[src/rtl/magic_nor_sequencer.sv]
// MAGIC NOR-only netlist evaluator: one INIT/NOR micro-op per cycle over a modelled crossbar row.
// Optional armed-cell tracking with a sticky init_err flag is built when MAGIC_INIT_CHECK_EN is defined.
module magic_nor_sequencer #(
  parameter int NUM_CELLS  = 64,
  parameter int NUM_IN     = 10,
  parameter int NUM_OUT    = 1,
  parameter int FANIN      = 3,
  parameter int PROG_DEPTH = 64,
  parameter int AW         = $clog2(NUM_CELLS),
  parameter int PW         = $clog2(PROG_DEPTH),
  parameter int IW         = 2 + AW*(1+FANIN) + FANIN
) (
  input  logic               clk,
  input  logic               rst_n,
  input  logic               prog_we,
  input  logic [PW-1:0]      prog_addr,
  input  logic [IW-1:0]      prog_data,
  input  logic               start,
  input  logic [NUM_IN-1:0]  in_data,
  output logic               busy,
  output logic               done,
  output logic [NUM_OUT-1:0] out_data,
  output logic [PW:0]        step_count,
  output logic               init_err
);

  typedef enum logic [1:0] {S_IDLE, S_LOAD, S_EXEC, S_DONE} state_e;

  localparam logic [1:0] OP_INIT = 2'b01;
  localparam logic [1:0] OP_NOR  = 2'b10;
  localparam logic [1:0] OP_HALT = 2'b11;

  logic [IW-1:0]        prog_mem [PROG_DEPTH];
  state_e               state_q, state_d;
  logic [PW-1:0]        pc_q, pc_d;
  logic [PW:0]          step_q, step_d;
  logic [NUM_CELLS-1:0] cell_q, cell_d;
  logic [NUM_OUT-1:0]   out_q, out_d;

  logic [IW-1:0]              ins;
  logic [1:0]                 op;
  logic [AW-1:0]              dst;
  logic [FANIN-1:0][AW-1:0]   src;
  logic [FANIN-1:0]           mask;
  logic [FANIN-1:0]           src_bit;
  logic                       dst_ok;
  logic                       nor_any;

  assign ins  = prog_mem[pc_q];
  assign op   = ins[IW-1 -: 2];
  assign dst  = ins[IW-3 -: AW];
  assign src  = ins[FANIN + AW*FANIN - 1 : FANIN];
  assign mask = ins[FANIN-1:0];

  // Out-of-range indices only exist when the row is not a power of two.
  generate
    if ((1 << AW) == NUM_CELLS) begin : g_pow2
      assign dst_ok = 1'b1;
      for (genvar k = 0; k < FANIN; k++) begin : g_rd
        assign src_bit[k] = cell_q[src[k]];
      end
    end else begin : g_npow2
      assign dst_ok = (int'(dst) < NUM_CELLS);
      for (genvar k = 0; k < FANIN; k++) begin : g_rd
        assign src_bit[k] = (int'(src[k]) < NUM_CELLS) ? cell_q[src[k]] : 1'b0;
      end
    end
  endgenerate

  assign nor_any = |(src_bit & mask);

  always_comb begin
    state_d = state_q;
    pc_d    = pc_q;
    step_d  = step_q;
    cell_d  = cell_q;
    out_d   = out_q;
    case (state_q)
      S_IDLE: if (start) state_d = S_LOAD;
      S_LOAD: begin
        cell_d[NUM_IN-1:0] = in_data;
        pc_d    = '0;
        step_d  = '0;
        state_d = S_EXEC;
      end
      S_EXEC: begin
        step_d = step_q + 1'b1;
        // MAGIC NOR can only discharge the pre-initialised destination.
        if (dst_ok) begin
          if (op == OP_INIT)     cell_d[dst] = 1'b1;
          else if (op == OP_NOR) cell_d[dst] = cell_q[dst] & ~nor_any;
        end
        if (op == OP_HALT || pc_q == PW'(PROG_DEPTH-1)) begin
          state_d = S_DONE;
          out_d   = cell_d[NUM_CELLS-1 -: NUM_OUT];
        end else begin
          pc_d = pc_q + 1'b1;
        end
      end
      S_DONE: state_d = S_IDLE;
      default: state_d = S_IDLE;
    endcase
  end

  always_ff @(posedge clk or negedge rst_n) begin
    if (!rst_n) begin
      state_q <= S_IDLE;
      pc_q    <= '0;
      step_q  <= '0;
      cell_q  <= '0;
      out_q   <= '0;
    end else begin
      state_q <= state_d;
      pc_q    <= pc_d;
      step_q  <= step_d;
      cell_q  <= cell_d;
      out_q   <= out_d;
    end
  end

  always_ff @(posedge clk) begin
    if (prog_we && !busy) prog_mem[prog_addr] <= prog_data;
  end

  assign busy       = (state_q == S_LOAD) || (state_q == S_EXEC);
  assign done       = (state_q == S_DONE);
  assign out_data   = out_q;
  assign step_count = step_q;

`ifdef MAGIC_INIT_CHECK_EN
  logic [NUM_CELLS-1:0] arm_q, arm_d;
  logic                 err_q, err_d;

  always_comb begin
    arm_d = arm_q;
    err_d = err_q;
    if (state_q == S_LOAD) begin
      arm_d[NUM_IN-1:0] = '1;
      err_d = 1'b0;
    end else if (state_q == S_EXEC && dst_ok) begin
      if (op == OP_INIT) begin
        arm_d[dst] = 1'b1;
      end else if (op == OP_NOR) begin
        arm_d[dst] = 1'b0;
        if (!arm_q[dst]) err_d = 1'b1;
      end
    end
  end

  always_ff @(posedge clk or negedge rst_n) begin
    if (!rst_n) begin
      arm_q <= '0;
      err_q <= 1'b0;
    end else begin
      arm_q <= arm_d;
      err_q <= err_d;
    end
  end

  assign init_err = err_q;
`else
  assign init_err = 1'b0;
`endif

endmodule

[config.mk]
export PLATFORM = sky130hd
export DESIGN_NAME = magic_nor_sequencer
export DESIGN_NICKNAME = d
export VERILOG_FILES = /design/src/rtl/magic_nor_sequencer.sv
export SDC_FILE = /design/constraint.sdc
export NUM_CORES = 2
export LEC_CHECK = 0
export CORE_AREA = 2 2 400 402
export DETAILED_ROUTE_END_ITERATION = 10
export DIE_AREA = 0 0 402 404
export GPL_ROUTABILITY_DRIVEN = 0
export PLACE_DENSITY_LB_ADDON = 0.25
export SYNTH_ARGS = -nofsm -noshare
export SYNTH_HDL_FRONTEND = slang
export SYNTH_SLANG_ARGS = --single-unit
[constraint.sdc]
create_clock -name clk -period 8.5 [get_ports clk]
set_input_delay 1.275 -clock clk [delete_from_list [all_inputs] [get_ports clk]]
set_output_delay 1.275 -clock clk [all_outputs]
set_load 0.05 [all_outputs]
==> metrics.md <==
| Metric | Value |
|---|---|
| Synth Area in Compound Gates | under 10% |
| Critical-path top delay cell | nor4_2 |
| Flop pwr share | a little over two fifths |
| Internal Power | 18.2 mW |
| Clk buf depth | 3 |
| Run status | finished clean |
| Post-synthesis mux area share | approximately 17% |
| Number of max-slew violations in the final report | 0 |
| XOR/XNOR Fraction of Synth Area | less than 1% |
| CP arrival | approximately 7 ns |
| Actual slew at the worst max-slew pin | 1.33 ns |
| Post-synthesis register bit count | about 1900 |
| Mapped Area | ~80000 sq um |
| Share of synthesized cell area in and, or, nand and nor gates | around 3.5% |
| Max_cap viols | 0 |
| Min Hold Slack | approximately 0.56 ns |
| Via count of the routed design | 41700 |
| RSZ-0062 raised after global routing | false |
| Worst-path cell chain | buf_4 -> buf_4 -> mux4_2 -> a22oi_1 -> a21oi_1 -> nor4_2 -> nand2b_1 -> nor3_1 -> or3b_1 -> o311ai_2 -> nor2_2 -> a311oi_4 -> buf_4 -> a31oi_1 |
| EDFF count, synth | 1856 |
| Worst setup path startpoint | pc_q[1] |
| PD cells | about 300 nW/um^2 |
| First-pass GRT wire length | about 310000 um |
| Die ar. | between 150000 and 200000 sq um |
| Slowest cell delay on critical path | 1.06 ns |
| H-tree lvl count | 4 |
| Register area | 57800 sq um |
| Post-synth top flop | edfxtp_1 |
| Post-synthesis sequential area ratio | 73.5% |
| Final setup fails | 0 |
| Place WS | 2.15 ns |
| Main combinational cell family by area after synthesis | multiplexers |
| CTS Hold Bufs | 0 |
| Vias in the first global route | 41100 |
| Clock power frac | 30.5% |
| Initial DRC count | about 6400 |
| Share of post-route cells with drive strength above 1 | approximately 24% |
| Final setup TNS | 0 ns |
| RR Endpoint | cell_q[57] |
| Hold Violations, Final | 0 |
| Tightest Hold Check Type | reg2reg |
| Combinational share of power | 27.1% |
| Fraction of registers with async set/reset | approximately 4.1% |
| End of the critical path | cell_q[57] |
| Final #Nets | ~4200 |
| Final wirelength | ~220000 um |
| FF-to-FF setup slack | 2.02 ns |
| CTS Buf Count | about 190 |
| Sinks on Clock Net | slightly below 2000 |
| Avg Cell Area, Syn | between 15 and 20 sq um |
| I/O pins | 60 |
| # resized after CTS | 0 |
| Setup repair bufs after CTS | 0 |
| Core Footprint | between 150000 and 200000 sq um |
| Fin crit share | roughly 76% |
| Via-to-Cell Ratio | between 6 and 7 |
| Post-Synth Adder-Cell Area | less than 1% |
| Initial core utilization | a little under 50% |
| Antenna violations before repair | 12 |
| Crit Path Class | reg2reg |
| Most frequent CP cell | buf_4 |
| Fmax achieved | approximately 150 MHz |
| Clk root buf | clkbuf_16 |
| Grt ovf | 0 |
| Row count | about 150 |
| Slew HR | between 10% and 20% |
| Fillcell total | 11900 |
| P_sw | approximately 8.1 mW |
| Most common library cell in the layout ignoring fill and taps | edfxtp_1 |
| HPWL Detailed | around 120000 um |
| Reg2reg path depth | 14 |
| Synth warnings | 0 |
| Worst Clk Skew | 0.0241 ns |
| Worst setup margin | just over 2 ns |
| Most frequent cells in the layout | edfxtp_1 (1856), mux4_2 (444), mux2i_1 (208), clkbuf_16 (197), nor2_1 (147) |
| Critical Path RT | between 9 and 10 ns |
| Max VDD drop | roughly 0.00022 V |
| Multi-input gate area | between 15000 and 20000 sq um |
| Cells after synthesis | 3972 |
| GRT Util Overall | 26.8% |
| Largest net degree at the start of global routing | 87 |
| Die X-Extent | around 400 um |
| Startpoint Class | register |
| Syn nets | ~4000 |
| Clk slew on worst S/H paths | around 0.060 ns |
| Critical Path Sink Type | register |
| TritonCTS clock tree | done |
| ANT nets after route | 0 |
| Pre-Repair DR Iteration Count | 8 |
| Skew-Pair Late Insertion Delay | 0.80 ns |
| Area Growth Syn to Fin | 11.6% |
| DRC Markers | 0 |
| Sw Share | between 30% and 40% |
| Max FO, Critical Path | 53 |
| Post-DR wirelength/cell | around 34 um |
| Launch point of the worst reg-to-reg path | pc_q[1] |
| LEAKAGE | 27.4 nW |
| Chip Height | roughly 400 um |
| Netlist cell types | 96 |
| # port buffers | 58 |
| Min Tclk post-route | between 6 and 7 ns |
[metrics by stage]
step                std cells  cell area (sq um)  power, mW  util, %
finish                   6353              87700       26.2     55.5
global route             6351              87700       27.1     55.5
CTS                      6347              87600       26.3     55.5
detailed placement       6006              81800       18.3     51.8
global placement         6006              81800       18.3     51.8
floorplan                3972              78500       16.3        -
[cells in the mapped netlist, drive strengths merged, types with 7 or more instances]
cell    number  area [sq um]
a21oi       74           445
a221o       13           130
a221oi      11           103
a22o        12           105
a22oi       63           478
a311oi       7          78.8
a31oi       49           307
a32o         7          70.1
and2        12          75.1
and3        21           131
buf        161          1070
clkbuf      66           255
dfrtp       80          2000
edfxtp    1856         55700
ha           9           113
inv         32           120
mux2        53           597
mux2i      208          2080
mux4       460         10400
nand2      128           483
nand2b      15          93.8
nand3       60           300
nand3b      14           105
nand4       20           125
nor2       213           805
nor2b       24           150
nor3        27           135
nor4         9          75.1
o211ai      16           120
o21ai       86           438
o221ai       9          78.8
o22ai       31           194
o31ai       11          82.6
o41ai        8          70.1
or3b         8          70.1
[power by group through the flow]
stage / sequential, mW / combinational (mW) / clock (mW)
2_1_floorplan: 11.0 / 5.26 / 0
3_3_place_gp: 11.3 / 7.01 / 0
3_5_place_dp: 11.3 / 7.06 / 0
4_1_cts: 11.1 / 7.08 / 8.14
5_1_grt: 11.1 / 7.52 / 8.50
6_report: 11.1 / 7.12 / 8.02
[final cells by class]
cell class	count	share of cell area (%)
clock inverter	104	0.904
clock buffer	237	5.80
inverter	32	0.140
multi-input combinational	1776	22.6
antenna	6	0.0171
timing repair buffer	190	1.71
sequential	1936	65.9
tap	2072	2.96
[layer usage]
layer,global-route usage (%),wire length (um),vias to the layer above
met1,37.9,85700,22000
met5,0,30,-
met2,42.5,103000,2445
met4,8.39,6720,6
li1,-,-,16800
met3,5.20,21100,368
[registers in the layout, summed over array words and instances, names as in the netlist]
signal and cells:
prog_mem 1856, cell_q 64, step_count 7, pc_q 6
state_q 2, out_data 1
[cell families (layout without fill, tap and decap cells)]
group / after synthesis / after routing
buf+inv: 260 / 563
simple gates: 580 / 580
compound gates: 460 / 460
flops: 1936 / 1936
mux: 721 / 721
fa+ha+maj: 9 / 9
xor+xnor: 5 / 5
other cells: 1 / 7
[worst max-delay path: cells and delay by family, from the launching register on]
kind / cells / cell delay (ns)
AO/OA/AOI/OAI: 5 / 1.16
AND/OR/NAND/NOR: 5 / 1.90
buffers and inverters: 3 / 1.74
flip-flops: 1 / 0.96
multiplexers: 1 / 0.36
[worst min-delay path by stage]
stage | startpoint | endpoint | slack [ns] | depth (start not counted)
6_report | out_data | out_data | 0.56 | 2
5_1_grt | out_data | out_data | 0.57 | 2
4_1_cts | out_data | out_data | 0.55 | 2
3_5_place_dp | out_data | out_data | 0.54 | 2
3_3_place_gp | out_data | out_data | 0.53 | 2
2_1_floorplan | state_q[0] | state_q[0] | 0.52 | 1
Power figures use the tool's default switching activity.
